--- config.mk ---
export PLATFORM = sky130hd
export DESIGN_NAME = uart_tx_fifo_param_flat
export DESIGN_NICKNAME = d
export VERILOG_FILES = /design/src/rtl/uart_tx_fifo_param_if.sv /design/src/rtl/uart_tx_fifo_param.sv /design/src/flat_wrapper.sv
export SDC_FILE = /design/constraint.sdc
export NUM_CORES = 1
export LEC_CHECK = 0
export BUFFER_PORTS_ARGS = -buffer_cell sky130_fd_sc_hd__buf_2
export CAP_MARGIN = 20
export CELL_PAD_IN_SITES_DETAIL_PLACEMENT = 0
export CELL_PAD_IN_SITES_GLOBAL_PLACEMENT = 1
export CORE_MARGIN = 5
export CORE_UTILIZATION = 30
export DETAILED_ROUTE_END_ITERATION = 16
export GPL_TIMING_DRIVEN = 1
export HOLD_SLACK_MARGIN = 0.08
export PLACE_DENSITY_LB_ADDON = 0.1
export REMOVE_ABC_BUFFERS = 1
export SYNTH_ARGS = -nofsm -noshare
export SYNTH_HDL_FRONTEND = slang
export SYNTH_SLANG_ARGS = --single-unit
--- constraint.sdc ---
create_clock -name clk -period 3.49 [get_ports clk]
set_input_delay 0.5235 -clock clk [delete_from_list [all_inputs] [get_ports clk]]
set_output_delay 0.5235 -clock clk [all_outputs]
set_load 0.005 [all_outputs]
--- src/rtl/uart_tx_fifo_param_if.sv ---
// Producer-side and line-side signals of the buffered UART transmitter.
// The producer uses the master modport; the transmitter uses the slave modport.
interface uart_tx_fifo_param_if #(
  parameter int unsigned DATA_WIDTH = 8,
  parameter int unsigned FIFO_DEPTH = 4,
  parameter int unsigned PRESCALE_W = 16
);
  localparam int unsigned CntW = $clog2(FIFO_DEPTH + 1);

  logic [DATA_WIDTH-1:0] p_data;
  logic                  data_valid;
  logic                  ready;
  logic                  drop;
  logic                  par_en;
  logic                  par_typ;
  logic                  stop2;
  logic [PRESCALE_W-1:0] prescale;
  logic                  tx_out;
  logic                  busy;
  logic [CntW-1:0]       fifo_count;

  modport master (
    output p_data,
    output data_valid,
    output par_en,
    output par_typ,
    output stop2,
    output prescale,
    input  ready,
    input  drop,
    input  tx_out,
    input  busy,
    input  fifo_count
  );

  modport slave (
    input  p_data,
    input  data_valid,
    input  par_en,
    input  par_typ,
    input  stop2,
    input  prescale,
    output ready,
    output drop,
    output tx_out,
    output busy,
    output fifo_count
  );
endinterface

--- src/rtl/uart_tx_fifo_param.sv ---
// Buffered UART transmitter: FIFO of words, LSB-first framing with optional parity,
// one or two stop bits and a programmable bit period of prescale+1 clocks.
module uart_tx_fifo_param #(
  parameter int unsigned DATA_WIDTH = 8,
  parameter int unsigned FIFO_DEPTH = 4,
  parameter int unsigned PRESCALE_W = 16
) (
  input logic                 clk,
  input logic                 reset,
  uart_tx_fifo_param_if.slave bus
);
  localparam int unsigned PtrW = $clog2(FIFO_DEPTH);
  localparam int unsigned CntW = $clog2(FIFO_DEPTH + 1);
  localparam int unsigned IdxW = $clog2(DATA_WIDTH);
  localparam logic [IdxW-1:0] LastIdx = IdxW'(DATA_WIDTH - 1);

  typedef enum logic [2:0] {
    StIdle,
    StStart,
    StData,
    StParity,
    StStop1,
    StStop2
  } state_e;

  // FIFO storage and bookkeeping
  logic [DATA_WIDTH-1:0] mem_q [FIFO_DEPTH];
  logic [PtrW-1:0]       wr_ptr_q;
  logic [PtrW-1:0]       rd_ptr_q;
  logic [CntW-1:0]       count_q;
  logic                  full;
  logic                  empty;
  logic                  push;
  logic                  pop;
  logic [DATA_WIDTH-1:0] head;

  // Frame registers, captured on pop so mid-frame input changes are ignored
  state_e                state_q;
  logic [PRESCALE_W-1:0] pre_q;
  logic [PRESCALE_W-1:0] tick_q;
  logic [IdxW-1:0]       idx_q;
  logic [DATA_WIDTH-1:0] shift_q;
  logic                  par_en_q;
  logic                  par_bit_q;
  logic                  stop2_q;
  logic                  tx_q;
  logic                  busy_q;
  logic                  last_tick;
  logic                  frame_end;

  assign full  = (count_q == CntW'(FIFO_DEPTH));
  assign empty = (count_q == '0);
  // A full FIFO refuses writes even when a pop frees a slot on the same edge.
  assign push  = bus.data_valid && !full;
  assign head  = mem_q[rd_ptr_q];

  assign last_tick = (tick_q == pre_q);
  assign frame_end = last_tick &&
                     (((state_q == StStop1) && !stop2_q) || (state_q == StStop2));
  // Popping at the end of the last stop bit chains frames with no idle gap.
  assign pop       = !empty && ((state_q == StIdle) || frame_end);

  always_ff @(posedge clk) begin
    if (push) begin
      mem_q[wr_ptr_q] <= bus.p_data;
    end
  end

  always_ff @(posedge clk or negedge reset) begin
    if (!reset) begin
      wr_ptr_q <= '0;
      rd_ptr_q <= '0;
      count_q  <= '0;
    end else begin
      if (push) begin
        wr_ptr_q <= wr_ptr_q + PtrW'(1);
      end
      if (pop) begin
        rd_ptr_q <= rd_ptr_q + PtrW'(1);
      end
      if (push && !pop) begin
        count_q <= count_q + CntW'(1);
      end else if (!push && pop) begin
        count_q <= count_q - CntW'(1);
      end
    end
  end

  always_ff @(posedge clk or negedge reset) begin
    if (!reset) begin
      state_q   <= StIdle;
      tx_q      <= 1'b1;
      busy_q    <= 1'b0;
      tick_q    <= '0;
      idx_q     <= '0;
      shift_q   <= '0;
      pre_q     <= '0;
      par_en_q  <= 1'b0;
      par_bit_q <= 1'b0;
      stop2_q   <= 1'b0;
    end else if (pop) begin
      state_q   <= StStart;
      tx_q      <= 1'b0;
      busy_q    <= 1'b1;
      tick_q    <= '0;
      idx_q     <= '0;
      shift_q   <= head;
      pre_q     <= bus.prescale;
      par_en_q  <= bus.par_en;
      par_bit_q <= bus.par_typ ? ^head : ~^head;
      stop2_q   <= bus.stop2;
    end else if (state_q == StIdle) begin
      tx_q   <= 1'b1;
      busy_q <= 1'b0;
    end else if (!last_tick) begin
      tick_q <= tick_q + PRESCALE_W'(1);
    end else begin
      tick_q <= '0;
      unique case (state_q)
        StStart: begin
          state_q <= StData;
          tx_q    <= shift_q[0];
          shift_q <= shift_q >> 1;
          idx_q   <= '0;
        end
        StData: begin
          if (idx_q == LastIdx) begin
            if (par_en_q) begin
              state_q <= StParity;
              tx_q    <= par_bit_q;
            end else begin
              state_q <= StStop1;
              tx_q    <= 1'b1;
            end
          end else begin
            tx_q    <= shift_q[0];
            shift_q <= shift_q >> 1;
            idx_q   <= idx_q + IdxW'(1);
          end
        end
        StParity: begin
          state_q <= StStop1;
          tx_q    <= 1'b1;
        end
        StStop1: begin
          tx_q <= 1'b1;
          if (stop2_q) begin
            state_q <= StStop2;
          end else begin
            state_q <= StIdle;
            busy_q  <= 1'b0;
          end
        end
        default: begin
          state_q <= StIdle;
          tx_q    <= 1'b1;
          busy_q  <= 1'b0;
        end
      endcase
    end
  end

  assign bus.tx_out     = tx_q;
  assign bus.busy       = busy_q;
  assign bus.ready      = !full;
  assign bus.drop       = bus.data_valid && full;
  assign bus.fifo_count = count_q;
endmodule

--- src/flat_wrapper.sv ---
// flat-port wrapper written by rule: the top's interface ports become plain ports
module uart_tx_fifo_param_flat 
#(
  parameter int unsigned DATA_WIDTH = 8,
  parameter int unsigned FIFO_DEPTH = 4,
  parameter int unsigned PRESCALE_W = 16
)
  (clk, reset, bus_p_data, bus_data_valid, bus_par_en, bus_par_typ, bus_stop2, bus_prescale, bus_ready, bus_drop, bus_tx_out, bus_busy, bus_fifo_count);
  uart_tx_fifo_param_if #(.DATA_WIDTH(DATA_WIDTH), .FIFO_DEPTH(FIFO_DEPTH), .PRESCALE_W(PRESCALE_W)) bus_i ();
  input logic clk;
  input logic reset;
  input wire logic [$bits(bus_i.p_data)-1:0] bus_p_data;
  input wire logic [$bits(bus_i.data_valid)-1:0] bus_data_valid;
  input wire logic [$bits(bus_i.par_en)-1:0] bus_par_en;
  input wire logic [$bits(bus_i.par_typ)-1:0] bus_par_typ;
  input wire logic [$bits(bus_i.stop2)-1:0] bus_stop2;
  input wire logic [$bits(bus_i.prescale)-1:0] bus_prescale;
  output wire logic [$bits(bus_i.ready)-1:0] bus_ready;
  output wire logic [$bits(bus_i.drop)-1:0] bus_drop;
  output wire logic [$bits(bus_i.tx_out)-1:0] bus_tx_out;
  output wire logic [$bits(bus_i.busy)-1:0] bus_busy;
  output wire logic [$bits(bus_i.fifo_count)-1:0] bus_fifo_count;
  assign bus_i.p_data = bus_p_data;
  assign bus_i.data_valid = bus_data_valid;
  assign bus_i.par_en = bus_par_en;
  assign bus_i.par_typ = bus_par_typ;
  assign bus_i.stop2 = bus_stop2;
  assign bus_i.prescale = bus_prescale;
  assign bus_ready = bus_i.ready;
  assign bus_drop = bus_i.drop;
  assign bus_tx_out = bus_i.tx_out;
  assign bus_busy = bus_i.busy;
  assign bus_fifo_count = bus_i.fifo_count;
  uart_tx_fifo_param #(.DATA_WIDTH(DATA_WIDTH), .FIFO_DEPTH(FIFO_DEPTH), .PRESCALE_W(PRESCALE_W)) u_core (.clk(clk), .reset(reset), .bus(bus_i));
endmodule
==> flow_summary_export.csv, run 1 <==
group,metric,value,unit
power_and_ir_drop,report.power.total,4.46,mW
global_route,grt_pass1_vias,2941,
sta,worst_pin_slew,0.818,ns
logic_synthesis,synthTopCellsByArea,"dfrtp_1 (33%), edfxtp_1 (23%), mux2_2 (5.8%)",
routing,viasPerCell,4.78,
clock_tree,cts-root-buf,"clkbuf_16",
sta,finalSetupViolCount,0,
setup_path,cp_cell_sequence,"xnor2_1 > nand4_1 > nor4_2 > buf_4 > or2_2 > nand2_1 > ha_1 > inv_1 > fa_1 > mux2_2",
power_and_ir_drop,power_frac_seq,0.389,
logic_synthesis,synth.top_cells.by_count,"dfrtp_1 (57), edfxtp_1 (32), nand2_1 (25)",
logic_synthesis,ys_seq_area_frac,0.566,
global_route,antenna_found_initial,0,
clock_tree,clkTransAtPathRegs,0.07,ns
setup_path,end_kind,"flop",
global_route,grt_max_degree,30,
clock_tree,cts_tree,"built",
sta,rsz0062_at_grt,"false",
sta,period_minus_slack,2.52,ns
hold_path,hold_path.class,"input port to asynchronous set/reset pin",
power_and_ir_drop,peakVddDrop,0.321,mV
sta,whs,0.111,ns
routing,drt_wl_total,9260,um
status,outcome,"finished, final reports clean",
routing,drc,0,
sta,slew_violations,0,
logic_synthesis,synth_warnings,0,
floorplanning,core_area,13900,sq um
logic_synthesis,netlist_area,4270,sq um
floorplanning,start_util,0.306,
logic_synthesis,synthCells,343,
logic_synthesis,ys.flop_type,"dfrtp_1",
clock_tree,insertion_delay,0.36,ns
floorplanning,rows,43,
power_and_ir_drop,clock_power_share,0.221,
clock_tree,numCtsBuffers,9,
clock_tree,clock-sinks,90,
job,drv_cap,0,
clock_tree,htree_levels,3,
cells_and_area,stdcell_count,570,
floorplanning,fp.dieW,129,um
placement,placedCellCount,554,
placement,io_buffers,36,
logic_synthesis,yosysTopAreaCell,"dfrtp_1",
global_route,track_usage,0.123,
setup_path,cp-start-kind,"flop",
logic_synthesis,yosysMostFrequentCell,"dfrtp_1",
placement,place.gp.congestion,0.754,
power_and_ir_drop,p_sw,1.63,mW
setup_path,arrival,2.76,ns
power_and_ir_drop,power-per-cell-area,898,nW/um^2
routing,vias,2727,
logic_synthesis,synth_top_area_frac,0.334,
setup_path,r2r_cells,10,
routing,firstDrtPassIters,4,
floorplanning,die_height,129,um
cells_and_area,final_nets,424,
sta,max_slew_margin,0.455,
clock_tree,post_cts_buffers,0,
power_and_ir_drop,comb_power_share,0.390,
power_and_ir_drop,sw_frac_of_total,0.365,
global_route,grt_pass1_wl,15600,um
cells_and_area,utilization,0.357,
routing,wl_per_cell,16.2,um
setup_path,cpPeakStageDelay,0.46,ns
sta,clock.fmax,397,MHz
logic_synthesis,synthArstFlopShare,0.644,
sta,hold_violations,0,
logic_synthesis,synth_seq_cells,90,
clock_tree,ctsHoldBuffers,0,
cells_and_area,area_growth,16.5,%
floorplanning,ios,37,
setup_path,required,3.73,ns
logic_synthesis,syn-mean-instance-area,12.4,sq um
sta,clock_skew,0.00807,ns
clock_tree,cts_buffer_depth,2,
setup_path,critPathKind,"flop to flop",
setup_path,path_max_fanout,7,
cells_and_area,drive_gt1_frac,0.241,
power_and_ir_drop,p_int,2.83,mW
setup_path,crit_slowest_cell,"dfrtp_1",
routing,ant_nets,0,
logic_synthesis,synth_edf_count,32,
cells_and_area,diodes,0,
logic_synthesis,synth.distinct_cells,42,
sta,finalCritPeriodShare,0.721,
global_route,grt_overflow,0,
placement,hpwl,6490,um
power_and_ir_drop,power_leakage,1.96,nW
floorplanning,dieArea,16700,sq um
clock_tree,cts-resized-gates,0,
routing,drtIter0Drc,103,
## path summary, 6_finish.rpt
check / startpoint / to / slack [ns]
hold / removal: reset / u_core.pre_q[3] / 0.11
min in group clk: bus_p_data[6] / u_core.mem_q[0][6] / 0.37
max in group asynchronous: reset / u_core.pre_q[11] / 2.69
setup / recovery: u_core.tick_q[10] / u_core.bus.fifo_count[1] / 0.97
hold reg to reg: u_core.bus.tx_out / u_core.bus.tx_out / 0.48
setup reg to reg: u_core.tick_q[10] / u_core.bus.fifo_count[1] / 0.97
## logic make-up (layout without fill, tap and decap cells)
logic type	Yosys count	count (layout)	synth area share
adders and majority gates	9	9	0.0282
DFF	90	90	0.566
AOI/OAI and AO/OA	61	61	0.0839
muxes	41	41	0.130
xor gates and xnor gates	32	32	0.0692
and+or+nand+nor	81	81	0.0936
buffers and inverters	29	76	0.0293
## cell type report
type                       instances  area (sq um)
fill                            1367          8960
sequential                        90          2410
multi-input combinational        224          1730
timing repair buffer              45           248
clock buffer                       9           225
tap                              180           225
clock inverter                     7          76.3
inverter                          15          56.3
## critical path, delay by kind of cell, from the launching register on
kind          cells  cell delay, ns
flops             1            0.46
mux               1            0.26
simple gates      4            0.62
xor+xnor          1            0.20
fa+ha+maj         2            0.62
buf+inv           2            0.26
## through the flow
step | cell area, sq um | worst slack [ns] | setup TNS [ns]
floorplan | 4200 | -0.0850 | -0.0850
global placement | 4670 | 0.970 | 0
detailed placement | 4670 | 0.975 | 0
CTS | 4970 | 0.939 | 0
global route | 4970 | 0.751 | 0
finish | 4970 | 0.974 | 0
## power groups by stage
stage | combinational, mW | clock (mW) | sequential [mW]
detailed placement | 1.78 | 0 | 1.77
CTS | 1.79 | 1.03 | 1.75
global placement | 1.77 | 0 | 1.77
floorplan | 1.33 | 0 | 1.68
global route | 1.96 | 1.08 | 1.79
finish | 1.74 | 0.988 | 1.73
## flip-flops by register name (all words and copies together) (netlist names)
signal,count
u_core.bus.busy,1
u_core.bus.fifo_count,3
u_core.bus.tx_out,1
u_core.idx_q,3
u_core.mem_q,32
u_core.par_bit_q,1
u_core.par_en_q,1
u_core.pre_q,16
u_core.rd_ptr_q,2
u_core.shift_q,8
u_core.state_q,3
u_core.stop2_q,1
u_core.tick_q,16
u_core.wr_ptr_q,2
## cell usage in the layout (no fill, tap or decap), types with 5 or more instances in the layout
cell       count
dfrtp_1       57
buf_2         36
edfxtp_1      32
nand2_1       25
xnor2_1       24
mux2_2        22
o21ai_0       19
a21oi_1       17
inv_1         15
nor3_1        13
nor2_1        11
mux2i_1       10
clkbuf_16      9
buf_4          9
a31oi_1        8
nand3_1        8
ha_1           8
o22ai_1        7
and3_1         6
xor2_1         6
or3_1          5
## layer usage
metal	vias to the layer above	track usage	routed length (um)
met5	-	0	0
met1	1331	0.153	4190
met2	43	0.198	4480
li1	1338	-	-
met4	0	0.0445	182
met3	15	0.0408	402
No activity file was read; power rests on OpenSTA's default activity.
==> inputs of run 2 (changes only) <==
clock period = 2.5 ns   (was 3.49 ns; I/O delays follow)
==> run 2 against run 1 <==
Sequential cell count did not move. Cell area grew 4.4%. Via count is 2.6% higher. Maximum frequency up 4.2%. Worst hold slack gained 0.13 ns. Combinational power grew 61%. Non-clock buffer count up 23. Critical endpoint unchanged. Largest power group unchanged. Highest routed layer unchanged.
==> flow_summary_export.csv, run 2 (synthesis results as in run 1) <==
group,metric,value,unit
status,outcome,"finished, final reports clean",
clock_tree,insertion_delay,0.34,ns
floorplanning,core_area,13900,sq um
sta,clock.fmax,414,MHz
floorplanning,start_util,0.306,
floorplanning,dieArea,16700,sq um
clock_tree,clkTransAtPathRegs,0.07,ns
cells_and_area,utilization,0.372,
routing,firstDrtPassIters,4,
placement,placed_cell_area,4830,sq um
routing,ant_nets,0,
power_and_ir_drop,power-per-cell-area,1230,nW/um^2
cells_and_area,stdcell_count,593,
global_route,track_usage,0.120,
sta,hold_violations,0,
placement,io_buffers,36,
sta,clock_skew,0.00680,ns
power_and_ir_drop,clock_power_share,0.202,
setup_path,path_max_fanout,2,
sta,finalSetupViolCount,0,
sta,setup_tns,0,ns
power_and_ir_drop,p_sw,2.27,mW
cells_and_area,final_cell_area,5190,sq um
routing,drc,0,
routing,drtIter0Drc,156,
setup_path,required,2.73,ns
cells_and_area,top_register,"u_core.mem_q",
floorplanning,fp.dieW,129,um
job,drv_cap,0,
power_and_ir_drop,report.power.total,6.41,mW
power_and_ir_drop,peakVddDrop,0.414,mV
global_route,grt_pass1_vias,2996,
setup_path,critPathKind,"flop to flop",
routing,wl_per_cell,15.3,um
cells_and_area,layout_commonest_cell,"dfrtp_1",
global_route,grt_max_degree,39,
floorplanning,ios,37,
floorplanning,rows,43,
clock_tree,cts-root-buf,"clkbuf_16",
cells_and_area,drive_gt1_frac,0.288,
clock_tree,cts_tree,"built",
sta,rsz0062_at_grt,"true",
cells_and_area,diodes,0,
routing,viasPerCell,4.72,
clock_tree,cts_buffer_depth,2,
placement,place.gp.congestion,0.803,
cells_and_area,area_growth,21.6,%
global_route,top_usage_layer,"met2",
cells_and_area,final_nets,447,
clock_tree,numCtsBuffers,9,
placement,placedCellCount,574,
power_and_ir_drop,sw_frac_of_total,0.355,
global_route,grt_use_met2,0.193,
sta,max_slew_margin,0.656,
sta,period_minus_slack,2.41,ns
clock_tree,clock-sinks,90,
setup_path,arrival,2.64,ns
power_and_ir_drop,p_int,4.13,mW
routing,vias,2798,
setup_path,cp-start-kind,"flop",
hold_path,hold_path.class,"input port to flop",
clock_tree,htree_levels,3,
global_route,use_met1,0.158,
routing,drt_wl_total,9090,um
power_and_ir_drop,power_leakage,2.10,nW
placement,hpwl,6530,um
power_and_ir_drop,power_frac_seq,0.360,
global_route,use_met3,0.0251,
global_route,grt_pass1_wl,15400,um
cells_and_area,largest_reg_flops,32,
global_route,grt_overflow,0,
cells_and_area,final_cell_mix,"dfrtp_1 (57), buf_2 (36), edfxtp_1 (32)",
sta,worst_pin_slew,0.516,ns
floorplanning,die_height,129,um
power_and_ir_drop,comb_power_share,0.438,
sta,finalCritPeriodShare,0.965,
sta,slew_violations,0,
cells_and_area,layout_top_registers,"u_core.mem_q (32), u_core.pre_q (16), u_core.tick_q (16)",
global_route,antenna_found_initial,0,
setup_path,end_kind,"flop",
[run 2: timing repair]
| action | 4_1_cts | 5_1_grt |
|---|---|---|
| endpoints found under the setup margin | 1 | 2 |
| pin swaps | 2 | 5 |
| hold buffers | 1 | 0 |
| hold endpoints to repair | 19 | 0 |
| buffers inserted | 0 | 2 |
| gates resized for setup | 2 | 8 |
[run 2: worst paths after layout]
path / from / end / slack (ns) / cells past startpoint
min in group asynchronous: reset / u_core.pre_q[1] / 0.54 / 2
worst max-delay path: u_core.pre_q[5] / u_core.bus.fifo_count[1] / 0.09 / 9
worst max register to register: u_core.pre_q[5] / u_core.bus.fifo_count[1] / 0.09 / 9
max in group asynchronous: reset / u_core.par_bit_q / 1.36 / 3
worst min-delay path: bus_prescale[0] / u_core.pre_q[0] / 0.24 / 2
worst min register to register: u_core.bus.tx_out / u_core.bus.tx_out / 0.47 / 2
[run 2: layout make-up]
cell class	count	area (sq um)
Fill cell	1384	8750
Clock inverter	7	60.1
Tap cell	180	225
Clock buffer	9	225
Timing Repair Buffer	68	439
Sequential cell	90	2410
Multi-Input combinational cell	224	1770
Inverter	15	56.3
[run 2: critical path: stages (launching register included)]
cell and delay (ns):
dfrtp_1 0.40, xnor2_1 0.18, nand4_1 0.19, nor4_4 0.37
or2_4 0.19, nand2_4 0.05, ha_4 0.18, inv_2 0.05
fa_1 0.41, mux2_4 0.27
[run 2: metrics by stage]
stage	setup WS (ns)	hold WS, ns
floorplan	-1.07	0.0794
global placement	-0.00492	0.391
detailed placement	-0.0167	0.379
CTS	0.0120	0.226
global route	-0.0697	0.233
finish	0.0864	0.244
[run 2: power groups by stage]
stage                     logic [mW]  registers, mW  clock network [mW]
final                           2.80           2.31                1.30
after global routing            3.15           2.36                1.41
after CTS                       2.79           2.32                1.35
after detailed placement        2.76           2.34                   0
after global placement          2.75           2.33                   0
after floorplan                 1.85           2.34                   0
[run 2: routing by layer]
| metal | share of wire | vias to the layer above |
|---|---|---|
| met3 | 0.028 | 13 |
| li1 | - | 1381 |
| met5 | 0 | - |
| met2 | 0.48 | 38 |
| met1 | 0.48 | 1366 |
| met4 | 0.016 | 0 |
